<file path="config.mk">
export PLATFORM = sky130hd
export DESIGN_NAME = conv_out_requant
export DESIGN_NICKNAME = d
export VERILOG_FILES = /design/src/rtl/conv_out_requant.sv
export SDC_FILE = /design/constraint.sdc
export NUM_CORES = 1
export LEC_CHECK = 0
export ABC_AREA = 1
export BUFFER_PORTS_ARGS = -buffer_cell sky130_fd_sc_hd__buf_2
export CELL_PAD_IN_SITES_DETAIL_PLACEMENT = 0
export CELL_PAD_IN_SITES_GLOBAL_PLACEMENT = 1
export CORE_UTILIZATION = 47
export CTS_CLUSTER_SIZE = 28
export DETAILED_ROUTE_END_ITERATION = 6
export GPL_TIMING_DRIVEN = 0
export PLACE_DENSITY_LB_ADDON = 0.05
export REMOVE_ABC_BUFFERS = 1
export SYNTH_ARGS = -nofsm -noshare
export SYNTH_HDL_FRONTEND = slang
export SYNTH_SLANG_ARGS = --single-unit
</file>
<file path="constraint.sdc">
create_clock -name i_clk -period 4.95 [get_ports i_clk]
set_input_delay 0.2475 -clock i_clk [delete_from_list [all_inputs] [get_ports i_clk]]
set_output_delay 0.2475 -clock i_clk [all_outputs]
set_load 0.01 [all_outputs]
</file>
<file path="src/rtl/conv_out_requant.sv">
// conv_out_requant: requantises the PE's 48-bit accumulator stream into signed
// OUT_WIDTH words. Each word is tagged with row/frame-end flags and buffered in a
// first-word-fall-through FIFO that feeds a valid/ready stream.
// Ports:
//   i_clk, i_rst            clock, asynchronous active-high reset
//   i_P, i_valid            accumulator sample and its qualifier from the PE
//   i_shift, i_relu_en      quasi-static requant controls
//   o_data, o_row_last,     FIFO head word and its position flags
//   o_last, o_valid
//   i_ready                 consumer accept
//   o_overflow              sticky: a sample was dropped on a full FIFO
module conv_out_requant #(
    parameter int unsigned KERNEL_SIZE = 3,
    parameter int unsigned FM_SIZE     = 4,
    parameter int unsigned ACC_WIDTH   = 48,
    parameter int unsigned OUT_WIDTH   = 8,
    parameter int unsigned FIFO_DEPTH  = 4
) (
    input  logic                 i_clk,
    input  logic                 i_rst,
    input  logic [ACC_WIDTH-1:0] i_P,
    input  logic                 i_valid,
    input  logic [5:0]           i_shift,
    input  logic                 i_relu_en,
    output logic [OUT_WIDTH-1:0] o_data,
    output logic                 o_row_last,
    output logic                 o_last,
    output logic                 o_valid,
    input  logic                 i_ready,
    output logic                 o_overflow
);

    localparam int unsigned OUT_DIM = FM_SIZE - KERNEL_SIZE + 1;
    localparam int unsigned CNT_W   = (OUT_DIM > 1) ? $clog2(OUT_DIM) : 1;
    localparam int unsigned SUM_W   = ACC_WIDTH + 1;
    localparam int unsigned AW      = $clog2(FIFO_DEPTH);
    localparam int unsigned PTR_W   = AW + 1;
    localparam int unsigned ENT_W   = OUT_WIDTH + 2;

    localparam logic [CNT_W-1:0] CNT_LAST = CNT_W'(OUT_DIM - 1);
    localparam logic signed [SUM_W-1:0] SAT_MAX =
        {{(SUM_W-OUT_WIDTH+1){1'b0}}, {(OUT_WIDTH-1){1'b1}}};
    localparam logic signed [SUM_W-1:0] SAT_MIN =
        {{(SUM_W-OUT_WIDTH+1){1'b1}}, {(OUT_WIDTH-1){1'b0}}};

    // Reset synchroniser: assert immediately, release two edges after i_rst falls.
    logic [1:0] rst_sync_q;
    logic       rst_int;

    always_ff @(posedge i_clk or posedge i_rst) begin
        if (i_rst) rst_sync_q <= 2'b11;
        else       rst_sync_q <= {rst_sync_q[0], 1'b0};
    end

    assign rst_int = rst_sync_q[1];

    // Stage 1: round-half-up and arithmetic shift; one extra bit absorbs the carry.
    logic [SUM_W-1:0]        rnd;
    logic signed [SUM_W-1:0] sum;
    logic signed [SUM_W-1:0] r1_d, r1_q;
    logic                    relu_q, v1_q;

    always_comb begin
        rnd = '0;
        if (i_shift != 6'd0) rnd = SUM_W'(1) << (i_shift - 6'd1);
        sum  = $signed({i_P[ACC_WIDTH-1], i_P}) + $signed(rnd);
        r1_d = sum >>> i_shift;
    end

    always_ff @(posedge i_clk or posedge rst_int) begin
        if (rst_int) begin
            r1_q   <= '0;
            relu_q <= 1'b0;
            v1_q   <= 1'b0;
        end else begin
            v1_q <= i_valid;
            if (i_valid) begin
                r1_q   <= r1_d;
                relu_q <= i_relu_en;
            end
        end
    end

    // Stage 2: ReLU/saturate and tag with the output position.
    logic [OUT_WIDTH-1:0] r2_d, r2_q;
    logic                 row_last_d, last_d, row_last_q, last_q, v2_q;
    logic [CNT_W-1:0]     col_d, col_q, row_d, row_q;

    always_comb begin
        r2_d       = r1_q[OUT_WIDTH-1:0];
        row_last_d = (col_q == CNT_LAST);
        last_d     = row_last_d && (row_q == CNT_LAST);
        col_d      = col_q;
        row_d      = row_q;
        if (relu_q && r1_q[SUM_W-1])  r2_d = '0;
        else if (r1_q > SAT_MAX)      r2_d = SAT_MAX[OUT_WIDTH-1:0];
        else if (r1_q < SAT_MIN)      r2_d = SAT_MIN[OUT_WIDTH-1:0];
        // Counters track every sample, dropped or not, to keep frame alignment.
        if (v1_q) begin
            if (row_last_d) begin
                col_d = '0;
                row_d = (row_q == CNT_LAST) ? '0 : row_q + CNT_W'(1);
            end else begin
                col_d = col_q + CNT_W'(1);
            end
        end
    end

    always_ff @(posedge i_clk or posedge rst_int) begin
        if (rst_int) begin
            r2_q       <= '0;
            row_last_q <= 1'b0;
            last_q     <= 1'b0;
            v2_q       <= 1'b0;
            col_q      <= '0;
            row_q      <= '0;
        end else begin
            v2_q  <= v1_q;
            col_q <= col_d;
            row_q <= row_d;
            if (v1_q) begin
                r2_q       <= r2_d;
                row_last_q <= row_last_d;
                last_q     <= last_d;
            end
        end
    end

    // Output FIFO; the pointer wrap bit separates full from empty.
    logic [ENT_W-1:0] mem_q [FIFO_DEPTH];
    logic [PTR_W-1:0] wr_ptr_q, rd_ptr_q;
    logic             overflow_q;
    logic             empty, full, pop, push;
    logic [ENT_W-1:0] head;

    assign empty = (wr_ptr_q == rd_ptr_q);
    assign full  = (wr_ptr_q[PTR_W-1] != rd_ptr_q[PTR_W-1]) &&
                   (wr_ptr_q[AW-1:0] == rd_ptr_q[AW-1:0]);
    assign pop   = !empty && i_ready;
    // A same-cycle pop frees the slot, so a full FIFO can still accept.
    assign push  = v2_q && (!full || pop);

    always_ff @(posedge i_clk or posedge rst_int) begin
        if (rst_int) begin
            for (int unsigned i = 0; i < FIFO_DEPTH; i++) mem_q[i] <= '0;
            wr_ptr_q   <= '0;
            rd_ptr_q   <= '0;
            overflow_q <= 1'b0;
        end else begin
            if (push) begin
                mem_q[wr_ptr_q[AW-1:0]] <= {last_q, row_last_q, r2_q};
                wr_ptr_q                <= wr_ptr_q + PTR_W'(1);
            end
            if (pop) rd_ptr_q <= rd_ptr_q + PTR_W'(1);
            if (v2_q && !push) overflow_q <= 1'b1;
        end
    end

    assign head       = mem_q[rd_ptr_q[AW-1:0]];
    assign o_data     = head[OUT_WIDTH-1:0];
    assign o_row_last = head[OUT_WIDTH];
    assign o_last     = head[OUT_WIDTH+1];
    assign o_valid    = !empty;
    assign o_overflow = overflow_q;

endmodule
</file>
After elaboration in Yosys (flattened, before gate mapping)
Cells that the tools add are included.
W data, S select, Z words.
{"block": "classes", "shifts": 2, "n_mul": 0, "div_mod_pow": 0, "n_mux": 12, "n_eq_ne": 3, "bitwise_logic": 2, "reduce_logical": 13, "n_addsub": 6, "n_lt_le_gt_ge": 5}
{"operator": "$add A48 B49 Y49", "count": 1}
{"operator": "$gt A49 B8 Y1 const B", "count": 1}
{"operator": "$lt A49 B8 Y1 const B", "count": 1}
{"operator": "$mux W49", "count": 1}
{"operator": "$shl A1 B6 Y49 const A", "count": 1}
{"operator": "$sshr A49 B6 Y49", "count": 1}
{"operator": "$bwmux W40", "count": 1}
{"operator": "$mux W10", "count": 3}
{"operator": "$mux W8", "count": 3}
{"operator": "$bmux W10 S2", "count": 1}
{"operator": "$demux W10 S2", "count": 1}
{"operator": "$logic_and A1 B1 Y1", "count": 7}
{"operator": "$add A3 B1 Y3 const B", "count": 2}
{"operator": "$ge A3 B3 Y1 const B", "count": 2}
{"operator": "$not A2 Y3", "count": 2}
{"operator": "$reduce_bool A6 Y1", "count": 1}
{"operator": "$sub A6 B1 Y6 const B", "count": 1}
{"operator": "$eq A3 B3 Y1", "count": 1}
{"operator": "$logic_not A1 Y1", "count": 3}
{"operator": "$lt A3 B1 Y1 const B", "count": 1}
{"operator": "$add A1 B1 Y1 const B", "count": 2}
{"operator": "$eq A2 B2 Y1", "count": 1}
{"operator": "$mux W1", "count": 2}
{"operator": "$reduce_and A2 Y1", "count": 1}
{"operator": "other kinds (2)", "count": 2}
{"block": "totals", "latchBits": 0, "out_inout_bits": 12, "elab_cells": 60, "mem_count": 0, "rom_bits": 0, "register_bits": 113, "ram_bits": 0, "in_bits": 59}

Logic depth before layout (Yosys ltp)
Gate-level depths: netlist of run 1.
{"block": "logic_depth", "ltp_word": 7, "depth_mapped": 34, "depth_no_buf": 32}

Worst setup path after synthesis of run 1
Ideal clock, no wire load.
{"block": "synth_path", "path_kind": "input-to-reg", "startpoint": "input port i_shift[0]", "endpoint": "register r1_q[14]", "path_stages": 28, "t_arrival_ns": 3.546, "n_path_buf": 2, "required_time_ns": 4.826, "setup_time_ns": 0.124, "slack_ns": 1.280, "path_cell_list": "buf_2 > nor2_4 > nand2_1 > inv_1 > nand2_1 > xor2_1 > inv_1 > nor2_1 > inv_1 > clkbuf_1 > nor3_1 > ha_1 > nand2_2 > inv_1 > a21oi_1 > nor2_1 > nor2_1 > nor2_1 > nor2_1 > nand2_1 > nand2_1 > nand3_1 > nand3_1 > nand3_1 > nand3_1 > nand3_1 > a21oi_1 > a21oi_1"}
{"block": "synth_via", "elab_chain_len": 5, "word_cells_on_any_way": 6, "cone_classes": "add/sub: 2; shift: 2; mux: 1; reduce/logical: 1"}
{"item": "from (decl)", "line": "23", "rtl": "input logic [5:0] i_shift,"}
{"item": "$sub A6 B1 Y6", "line": "65", "rtl": "if (i_shift != 6'd0) rnd = SUM_W'(1) << (i_shift - 6'd1);"}
{"item": "$shl A1 B6 Y49", "line": "65"}
{"item": "$mux W49", "line": "65"}
{"item": "$add A48 B49 Y49", "line": "66", "rtl": "sum = $signed({i_P[ACC_WIDTH-1], i_P}) + $signed(rnd);"}
{"item": "$sshr A49 B6 Y49 (*)", "line": "67", "rtl": "r1_d = sum >>> i_shift;"}
{"item": "to (signal assigned)", "line": "78", "rtl": "r1_q <= r1_d;"}
{"item": "to (decl)", "line": "60", "rtl": "logic signed [SUM_W-1:0] r1_d, r1_q;"}
Mark *: on every way between the ends. The rest lies on a longest branch, timed or not.
A chain may end at the register's enable or synchronous reset.

Final worst setup path of run 1
{"block": "layout_path", "startpoint": "input port i_shift[1]", "endpoint": "register r1_q[47]"}
Same word-level chain as after synthesis.

==> impl_metrics.yaml, run 1 <==
status:
  outcome: "finished with violations"
  violations: "design-rule violations"
global_routing:
  grt_overflow: 0
  grt_use_total: 0.340
  antenna_found_initial: 0
  first_global_vias: 13335
  grt_first_pass_wirelength_um: 73000
  grt_max_degree: 74
cts:
  cts_sinks: 113
  clk_latency_ns: 0.41
  cts-root-buf: "clkbuf_16"
  cts.clk_slew.worst_paths_ns: 0.06
  cts_tree: "yes"
  cts_max_level: 4
  clk_path_buf_depth: 2
  cts_inserted_buffers: 17
synthesis:
  synth-xor-area-share: 0.0111
  ys_seq_elements: 113
  async_flop_share: 1.00
  synthMuxAreaShare: 0
  synth_compound_area_frac: 0.101
  synth_top_family_by_area: "simple AND/OR/NAND/NOR gates"
  syn_avg_cell_area_um2: 5.74
  syn_inst: 2202
  ys_dominant_reg_cell: "dfrtp_1"
  syn_area_um2: 12600
  synth_edf_count: 0
  seq_area_frac_synth: 0.224
  synth-adder-area-share: 0.0541
  yosys.cell_types.count: 45
  yosysWarnings: 0
  synth-simple-area-share: 0.487
worst_setup_path:
  r2r_start: "rd_ptr_q[1]"
  r2r_slack_ns: 1.98
  end_kind: "flop"
  critPathKind: "primary input to flop"
  reg2reg_depth: 8
  cp.arrival_ns: 5.00
  crit_path_frequent_cell: "nand2_1"
  worst_setup_path_start_kind: "primary input"
  critPathMaxStageDelay_ns: 0.38
  cp_max_fo: 55
  crit_slowest_cell: "ha_1"
  reg2reg_to: "mem_q[17]"
  critPathRequiredTime_ns: 5.29
floorplanning:
  core_region_area_um2: 26200
  start_util: 0.482
  boundaryPins: 71
  die_w_um: 166
  dieArea_um2: 27500
  die-height_um: 166
  rows: 59
hold_path:
  hold_class: "primary input to flop"
  worstHoldEndpoint: "relu_q"
  holdPathStages: 3
  hold_start: "i_relu_en"
sta:
  layout_min_cycle_time_ns: 4.66
  clock.fmax_ghz: 0.215
  hold_viol: 0
  worst_slew_pin_slew_ns: 1.30
  whs_ns: 0.0563
  rsz0062_at_grt: "no"
  finalClockSkew_ns: 0.00725
  finalSetupTns_ns: 0
  finalCritPeriodShare: 0.941
  setup_viol_count_final: 0
  slew_viol_final: 0
  max-slew-margin-rel: 0.131
pwr:
  powerDensity_nw_per_um2: 309
  power_leakage_nw: 7.33
  ir_worst_vdd_uv: 227
  power_mw: 4.28
finish:
  syn2layout_area_growth_pct: 9.57
  nFillCells: 2811
  final_util: 0.528
  seqCellArea_um2: 2830
  layout-drive-gt1-share: 0.0804
  n_antenna_cell: 0
  nNetsFinal: 2325
  multi_input_area_um2: 8300
  fin_cells: 2560
drt:
  vias: 14413
  drt_pass1_iterations: 7
  first_iter_violations: 1840
  wl_per_cell_um: 18.1
  viasPerCell: 5.63
  wl_um: 46300
  drc: 7
  final_antenna_net_count: 0
place:
  portBuffers: 70
  dp_hpwl_um: 36400
  dp.cells: 2520
  gp_congestion: 0.987
flow_run:
  cap_viol_max_count: 0
[layout make-up]
class                   count  share of cell area
repair buffers             81              0.0376
flip-flops and latches    113               0.204
clock inverters            14              0.0146
well taps                 335              0.0303
inverters                 299              0.0824
clock buffers              18              0.0310
multi-input cells        1700               0.600
[how the worst max path moves through the flow]
stage | cells after the start | endpoint | slack, ns | start
after detailed placement | 27 | r1_q[35] | -1.85 | i_shift[4]
final | 30 | r1_q[47] | 0.29 | i_shift[1]
after floorplan | 20 | r1_q[22] | -0.26 | i_shift[4]
after global placement | 21 | r1_q[31] | -2.99 | i_shift[4]
after CTS | 27 | r1_q[37] | 0.07 | i_shift[4]
after global routing | 27 | r1_q[39] | 0.02 | i_shift[1]
[state kept, by name, summed over array words and instances, names as in the netlist]
register / cells
o_overflow: 1
rst_sync_q: 2
rd_ptr_q: 3
v2_q: 1
row_q: 1
mem_q: 40
row_last_q: 1
last_q: 1
v1_q: 1
col_q: 1
r2_q: 8
r1_q: 49
wr_ptr_q: 3
relu_q: 1
[cells by family after synthesis]
| kind of cell | count (synthesis) |
|---|---|
| DFF | 113 |
| AOI/OAI and AO/OA | 211 |
| xor gates and xnor gates | 16 |
| other | 1 |
| and+or+nand+nor | 1418 |
| buffers and inverters | 389 |
| adders and majority gates | 54 |
[per-layer routing]
metal,routed length [um],GRT usage
met1,21800,0.505
met4,625,0.0601
met5,0,0
met3,3770,0.0448
met2,20100,0.527
[Yosys cell counts (all sizes together), types with 23 or more instances]
cell	instances	share of area
a21oi	84	0.035
buf	45	0.020
clkbuf	45	0.013
dfrtp	111	0.22
ha	53	0.052
inv	298	0.089
nand2	697	0.21
nand3	433	0.17
nand4	32	0.016
nor2	213	0.068
nor3	23	0.0099
o21a	41	0.024
o21ai	35	0.014
[cell usage in the layout (no fill, tap or decap), types with 5 or more instances in the layout]
cell	netlist	routed
o21a_1	41	41
buf_6	4	5
nor3_1	21	21
inv_2	8	7
dfrtp_1	111	111
xnor2_1	8	8
a31oi_1	11	11
a21oi_1	77	77
a21oi_2	7	7
nand4_1	32	32
nand2_2	15	15
nand3_1	428	428
buf_4	7	6
buf_2	18	65
nor2_1	195	193
nand2_1	682	682
o22ai_1	18	18
nor4_1	11	11
inv_1	290	287
o21ai_0	31	31
a22oi_1	8	8
nor2_2	16	18
nand3_2	5	5
o211ai_1	5	5
clkbuf_16	0	17
ha_1	53	53
xor2_1	8	7
[report_power, final]
part | internal (mW) | switching (mW)
clock | 0.851 | 0.471
combinational | 0.581 | 0.963
sequential | 1.21 | 0.210
[worst max-delay path: cells and delay by family]
family	cells	cell delay [ns]
buf+inv	5	0.73
xor+xnor	1	0.36
simple gates	21	2.82
compound gates	2	0.40
fa+ha+maj	1	0.38
[per-stage QoR]
stage / setup slack [ns] / cell area (um^2)
floorplan: -0.263 / 12200
global placement: -2.99 / 13000
detailed placement: -1.85 / 13100
CTS: 0.0749 / 13800
global route: 0.0234 / 13800
finish: 0.292 / 13800
[timing repair]
action	4_1_cts	5_1_grt
hold buffers	1	0
endpoints found under the setup margin	49	48
gates resized for setup	14	10
pin swaps	0	1
setup buffers	0	6
hold endpoints to repair	2	0
(Power assumes the default switching activity.)
==> run 2: changes to the inputs <==
--- a/config.mk
+++ b/config.mk
@@ -5,11 +5,12 @@
 export SDC_FILE = /design/constraint.sdc
 export NUM_CORES = 1
 export LEC_CHECK = 0
-export ABC_AREA = 1
+export ABC_AREA = 0
 export BUFFER_PORTS_ARGS = -buffer_cell sky130_fd_sc_hd__buf_2
 export CELL_PAD_IN_SITES_DETAIL_PLACEMENT = 0
 export CELL_PAD_IN_SITES_GLOBAL_PLACEMENT = 1
-export CORE_UTILIZATION = 47
+export CORE_ASPECT_RATIO = 0.6
+export CORE_UTILIZATION = 51
 export CTS_CLUSTER_SIZE = 28
 export DETAILED_ROUTE_END_ITERATION = 6
 export GPL_TIMING_DRIVEN = 0
==> run 2 against run 1 <==
Compared with the run above:
- the run still ends with design-rule violations left
- utilization up 8.1 points
- global-route usage increased by 6.0 points
- non-clock buffer count rose by 24
- sequential share of layout area is 1.4 points lower
- combinational power up 3%
- critical endpoint is now r1_q[12]
- largest cell class unchanged
==> impl_metrics.yaml, run 2 <==
pwr:
  p_sw_frac: 0.369
  power_leakage_nw: 5.97
  pwr-share-seq: 0.320
  combPwrFrac: 0.361
  p_sw_mw: 1.61
  internal_power_mw: 2.76
  powerDensity_nw_per_um2: 294
  ir_worst_vdd_uv: 215
  p_clk_frac: 0.319
drt:
  drt_pass1_iterations: 7
  viasPerCell: 7.13
  drc: 8
  final_antenna_net_count: 0
  wl_per_cell_um: 26.4
  vias: 14370
  first_iter_violations: 2296
  wl_um: 53200
global_routing:
  grt_overflow: 0
  grtUsageMet2: 0.483
  first_global_vias: 12511
  grt_use_total: 0.400
  grt_max_degree: 73
  met1_usage: 0.614
  busiest_layer: "met1"
  antenna_found_initial: 0
  grtUsageMet3: 0.209
  grt_first_pass_wirelength_um: 77400
finish:
  top_regs: "r1_q: 49 flops, mem_q: 40 flops, r2_q: 8 flops"
  nNetsFinal: 1801
  fin_cells: 2015
  mostFrequentLayoutCells: "195 x nand2_1, 166 x nor2_1, 113 x o21ai_0, 111 x dfrtp_1, 96 x a21oi_1"
  top_register: "r1_q"
  n_antenna_cell: 0
  nFillCells: 2251
  layout-drive-gt1-share: 0.194
  layout.cells.most_common: "nand2_1"
  syn2layout_area_growth_pct: 16.1
  final_util: 0.609
  largest_reg_flops: 49
synthesis:
  seq_area_frac_synth: 0.221
  syn_inst: 1671
  yosysWarnings: 0
  yosysMostFrequentCell: "nand2_1"
  yosysTopAreaCellShare: 0.217
  syn_area_um2: 12800
  yosys.area.top_type: "dfrtp_1"
  async_flop_share: 1.00
  ys_seq_elements: 113
  ys_dominant_reg_cell: "dfrtp_1"
  synth_common_cells: "208 x nand2_1, 176 x nor2_1, 122 x o21ai_0, 111 x dfrtp_1, 108 x a21oi_1"
  synth_edf_count: 0
  yosys.cell_types.count: 93
  ys_top_cells_by_area: "dfrtp_1 22%, nand2_1 6.1%, mux4_2 5.6%"
  syn_avg_cell_area_um2: 7.67
cts:
  cts_sinks: 113
  cts_inserted_buffers: 25
  cts.clk_slew.worst_paths_ns: 0.05
  cts_tree: "yes"
  clk_latency_ns: 0.47
  clk_path_buf_depth: 3
  cts_max_level: 4
  cts-root-buf: "clkbuf_16"
sta:
  finalClockSkew_ns: 0.0197
  setup_viol_count_final: 0
  hold_viol: 0
  layout_min_cycle_time_ns: 4.92
  max-slew-margin-rel: 0.176
  finalCritPeriodShare: 0.994
  clock.fmax_ghz: 0.203
  slew_viol_final: 0
  worst_slew_pin_slew_ns: 1.24
place:
  dp.cells: 1954
  dp_hpwl_um: 39600
  gp_congestion: 1.06
  portBuffers: 70
hold_path:
  holdPathStages: 2
  hold_start: "i_relu_en"
  worstHoldEndpoint: "relu_q"
  hold_class: "primary input to flop"
worst_setup_path:
  worst_setup_path_start_kind: "primary input"
  r2r_start: "rd_ptr_q[0]"
  end_kind: "flop"
  cp.arrival_ns: 5.24
  reg2reg_depth: 7
  r2r_slack_ns: 2.23
  critPathRequiredTime_ns: 5.27
  reg2reg_to: "mem_q[1]"
  cp_max_fo: 57
  critPathKind: "primary input to flop"
floorplanning:
  boundaryPins: 71
  start_util: 0.524
  die_w_um: 207
  rows: 44
  core_region_area_um2: 24400
  die-height_um: 125
  dieArea_um2: 25800
flow_run:
  cap_viol_max_count: 0
status:
  violations: "design-rule violations"
  outcome: "finished with violations"
run 2: changes by cell type after synthesis, moves of 23 or more:
cell	before	now
inv_1	290	42
mux4_2	0	32
a21oi_1	77	108
a21o_1	1	24
nand3_1	428	48
clkbuf_1	45	75
a211oi_1	0	27
nand2_1	682	208
mux2i_1	0	42
o21ai_0	31	122
o21a_1	41	15
run 2: what timing repair did:
item	in CTS	in global routing
endpoints found under the setup margin	49	48
pin swaps	10	17
resized for setup	71	93
hold buffers	1	0
endpoints found under the hold margin	2	0
buffers inserted	8	16
cloned	1	3
run 2: worst max path at each step:
stage,start,endpoint,cells past startpoint
floorplan,i_shift[2],r1_q[13],16
finish,i_shift[2],r1_q[12],21
CTS,i_shift[1],r1_q[12],17
detailed placement,i_shift[3],r1_q[33],16
global placement,i_shift[2],r1_q[33],18
global route,i_shift[1],r1_q[31],19
run 2: cell type report:
cell class | count | area [um^2] | area share
timing repair buffer | 105 | 830 | 0.0558
clock buffer | 32 | 692 | 0.0465
inverter | 43 | 195 | 0.0131
sequential | 113 | 2830 | 0.190
multi-input combinational | 1400 | 9930 | 0.667
tap | 322 | 403 | 0.0271
run 2: layer usage:
layer  vias to the layer above  routed length, um
met2                       995              19300
met5                         -                119
met4                         2                731
met1                      6877              23800
met3                        75               9220
li1                       6421                  -
run 2: power by group through the flow:
stage / combinational [mW] / clock (mW) / sequential, mW
after detailed placement: 1.44 / 0 / 1.40
after CTS: 1.48 / 1.40 / 1.39
after global routing: 1.70 / 1.45 / 1.43
after floorplan: 0.985 / 0 / 1.33
after global placement: 1.40 / 0 / 1.39
final: 1.58 / 1.40 / 1.40
run 2: kinds of logic (layout without fill, tap and decap cells):
logic type | count (synthesis) | in the layout | synth area share
AND/OR/NAND/NOR | 653 | 653 | 0.243
AO/OA/AOI/OAI | 560 | 560 | 0.300
buffers and inverters | 158 | 180 | 0.0510
flip-flops | 113 | 113 | 0.221
multiplexers | 90 | 90 | 0.103
adder cells (fa/ha/maj) | 54 | 54 | 0.0533
XOR/XNOR | 42 | 42 | 0.0293
other | 1 | 1 | 0.000293
run 2: metrics by stage:
stage                     instance area [um^2]  power [mW]  hold WS (ns)  TNS, ns  setup slack [ns]
after floorplan                          12300        2.31         0.159    -5.41            -0.372
after global placement                   13100        2.80         0.265  -169.74             -4.13
after detailed placement                 13200        2.84         0.274  -121.67             -3.10
after CTS                                14300        4.27        0.0257        0           0.00137
after global routing                     14900        4.58        0.0154  -0.0327           -0.0322
final                                    14900        4.37        0.0326        0            0.0301
run 2: critical path, stage by stage:
cell,delay [ns]
buf_16,0.18
inv_6,0.17
buf_12,0.17
nand2_8,0.14
xnor2_1,0.18
or3_4,0.41
nor2_1,0.12
ha_1,0.31
a211oi_2,0.32
o211ai_1,0.22
nand4_1,0.15
buf_4,0.16
buf_4,0.13
a21oi_2,0.10
or3_4,0.40
xnor2_4,0.30
mux4_2,0.30
o22ai_1,0.08
nor3_2,0.38
a211oi_1,0.13
or4_1,0.53
==> run 3: changes to the inputs <==
--- a/config.mk
+++ b/config.mk
@@ -10,7 +10,7 @@
 export CELL_PAD_IN_SITES_DETAIL_PLACEMENT = 0
 export CELL_PAD_IN_SITES_GLOBAL_PLACEMENT = 1
 export CORE_ASPECT_RATIO = 0.6
-export CORE_UTILIZATION = 51
+export CORE_UTILIZATION = 25
 export CTS_CLUSTER_SIZE = 28
 export DETAILED_ROUTE_END_ITERATION = 6
 export GPL_TIMING_DRIVEN = 0
==> run 3 against run 2 <==
Compared with the run above:
- the run still ends with design-rule violations left
- utilization down 29 points
- via count is 1.9% lower
- clock power decreased by 6%
- setup slack improved by 0.039 ns
- critical endpoint is now r1_q[17]
==> impl_metrics.yaml, run 3 (synthesis gave the netlist of run 2 again) <==
global_routing:
  grt_max_degree: 88
  grtUsageMet2: 0.301
  busiest_layer: "met1"
  grt_first_pass_wirelength_um: 94900
  first_global_vias: 13042
  grtUsageMet3: 0.0714
  met1_usage: 0.420
  grt_use_total: 0.249
  antenna_found_initial: 0
  grt_overflow: 0
place:
  gp_congestion: 0.895
  dpl_worst_slack_ns: -3.09
  portBuffers: 70
  post_dp_cell_area_um2: 13700
  dp_hpwl_um: 49800
worst_setup_path:
  critPathRequiredTime_ns: 5.29
  end_kind: "flop"
  crit_family: "compound AO/OA/AOI/OAI gates"
  cp_max_fo: 15
  r2r_slack_ns: 2.15
  critical_path_buf_inv_count: 5
  cp.arrival_ns: 5.22
  critPathKind: "primary input to flop"
  worst_setup_path_start_kind: "primary input"
  crit_slowest_cell: "a311oi_1"
  critPathMaxStageDelay_ns: 0.48
  path_cells: "buf_16 > clkinv_16 > buf_16 > nand2_8 > xnor2_1 > or3_4 > nor2_1 > ha_1 > o211ai_1 > o211ai_1 > nand4_1 > buf_4 > a21o_1 > a311oi_1 > a211oi_4 > o211a_1 > a311oi_1 > o311ai_1 > buf_2 > or2_2 > a21oi_1"
pwr:
  ir_worst_vdd_uv: 245
  power_leakage_nw: 6.09
  powerDensity_nw_per_um2: 276
cts:
  cts_tree: "yes"
  cts_max_level: 4
  clk_path_buf_depth: 2
  cts_inserted_buffers: 17
  cts_sinks: 113
  cts.clk_slew.worst_paths_ns: 0.06
  cts-root-buf: "clkbuf_16"
  clk_latency_ns: 0.42
floorplanning:
  start_util: 0.257
  boundaryPins: 71
  core_region_area_um2: 50000
  rows: 63
  die_w_um: 294
  die-height_um: 177
  dieArea_um2: 52200
finish:
  mostFrequentLayoutCells: "192 x nand2_1, 158 x nor2_1, 111 x dfrtp_1, 110 x o21ai_0, 89 x a21oi_1"
  final_design_area_no_fill_um2: 15800
  layout.cells.most_common: "nand2_1"
  top_register: "r1_q"
  layout-drive-gt1-share: 0.227
  syn2layout_area_growth_pct: 23.3
  seqCellArea_um2: 2830
  top_regs: "r1_q: 49 flops, mem_q: 40 flops, r2_q: 8 flops"
  largest_reg_flops: 49
  multi_input_area_um2: 10200
  final_util: 0.316
  nFillCells: 5404
  nNetsFinal: 1810
sta:
  hold_viol: 0
  layout_min_cycle_time_ns: 4.88
  setup_viol_count_final: 0
  clock.fmax_ghz: 0.205
  max-slew-margin-rel: 0.106
  finalClockSkew_ns: 0.0117
  worst_slew_pin_slew_ns: 1.34
  finalCritPeriodShare: 0.986
  slew_viol_final: 0
  setup_ws_ns: 0.0694
drt:
  drc: 1
  wl_um: 66000
  drt_pass1_iterations: 7
  first_iter_violations: 1356
  wl_per_cell_um: 27.6
  vias: 14095
  viasPerCell: 5.89
  final_antenna_net_count: 0
status:
  outcome: "finished with violations"
  violations: "design-rule violations"
flow_run:
  cap_viol_max_count: 0
hold_path:
  hold_class: "primary input to flop"
run 3: changes by cell type in the layout (fill, tap and decap cells not counted), sizes merged:
| cell | previous run | this run |
|---|---|---|
| buf | 100 | 114 |
| bufinv | 0 | 4 |
| clkinvlp | 1 | 4 |
| diode | 0 | 1 |
| clkdlybuf4s15 | 0 | 1 |
| inv | 42 | 41 |
| bufbuf | 1 | 3 |
| clkbuf | 35 | 21 |
| clkinv | 0 | 8 |
run 3: metal layers:
metal | vias to the layer above | share of wire
li1 | 6428 | -
met1 | 7076 | 0.55
met2 | 571 | 0.35
met3 | 20 | 0.092
met4 | 0 | 0.0041
met5 | - | 0
run 3: power by group:
part	internal (mW)	leakage [nW]	switching, mW
Combinational	0.661	4.44	1.00
Sequential	1.17	1.36	0.218
Clock	0.841	0.296	0.470
run 3: metrics by stage:
step / instances / power, mW / setup TNS (ns) / hold slack [ns]
global route: 2392 / 4.63 / -0.0337 / 0.0564
detailed placement: 2316 / 2.93 / -134.31 / 0.228
CTS: 2374 / 4.33 / 0 / 0.0450
global placement: 2308 / 2.91 / -223.77 / 0.268
finish: 2393 / 4.37 / 0 / 0.0672
floorplan: 1556 / 2.31 / -5.41 / 0.159
run 3: final timing paths:
| kind | depth (start not counted) | start | end |
|---|---|---|---|
| worst min register to register | 1 | rst_sync_q[1] | r1_q[42] |
| worst max-delay path | 21 | i_shift[2] | r1_q[17] |
| max in group asynchronous | 2 | rst_sync_q[1] | mem_q[3] |
| worst max register to register | 7 | rd_ptr_q[0] | mem_q[0] |
| min in group asynchronous | 1 | rst_sync_q[1] | r1_q[42] |
| worst min-delay path | 2 | i_relu_en | relu_q |
run 3: layout make-up:
cell class                 count  area share
multi-input combinational   1400       0.646
inverter                      43      0.0147
clock inverter                14      0.0120
clock buffer                  18      0.0272
timing repair buffer         122      0.0667
tap                          682      0.0540
antenna                        1    0.000158
sequential                   113       0.179
run 3: repair_timing:
| action | in CTS | in global routing |
|---|---|---|
| endpoints found under the setup margin | 49 | 47 |
| pin swaps | 15 | 22 |
| setup buffers | 22 | 15 |
| hold buffers | 1 | 0 |
| endpoints found under the hold margin | 2 | 0 |
| gates resized for setup | 134 | 109 |
| cloned | 3 | 3 |
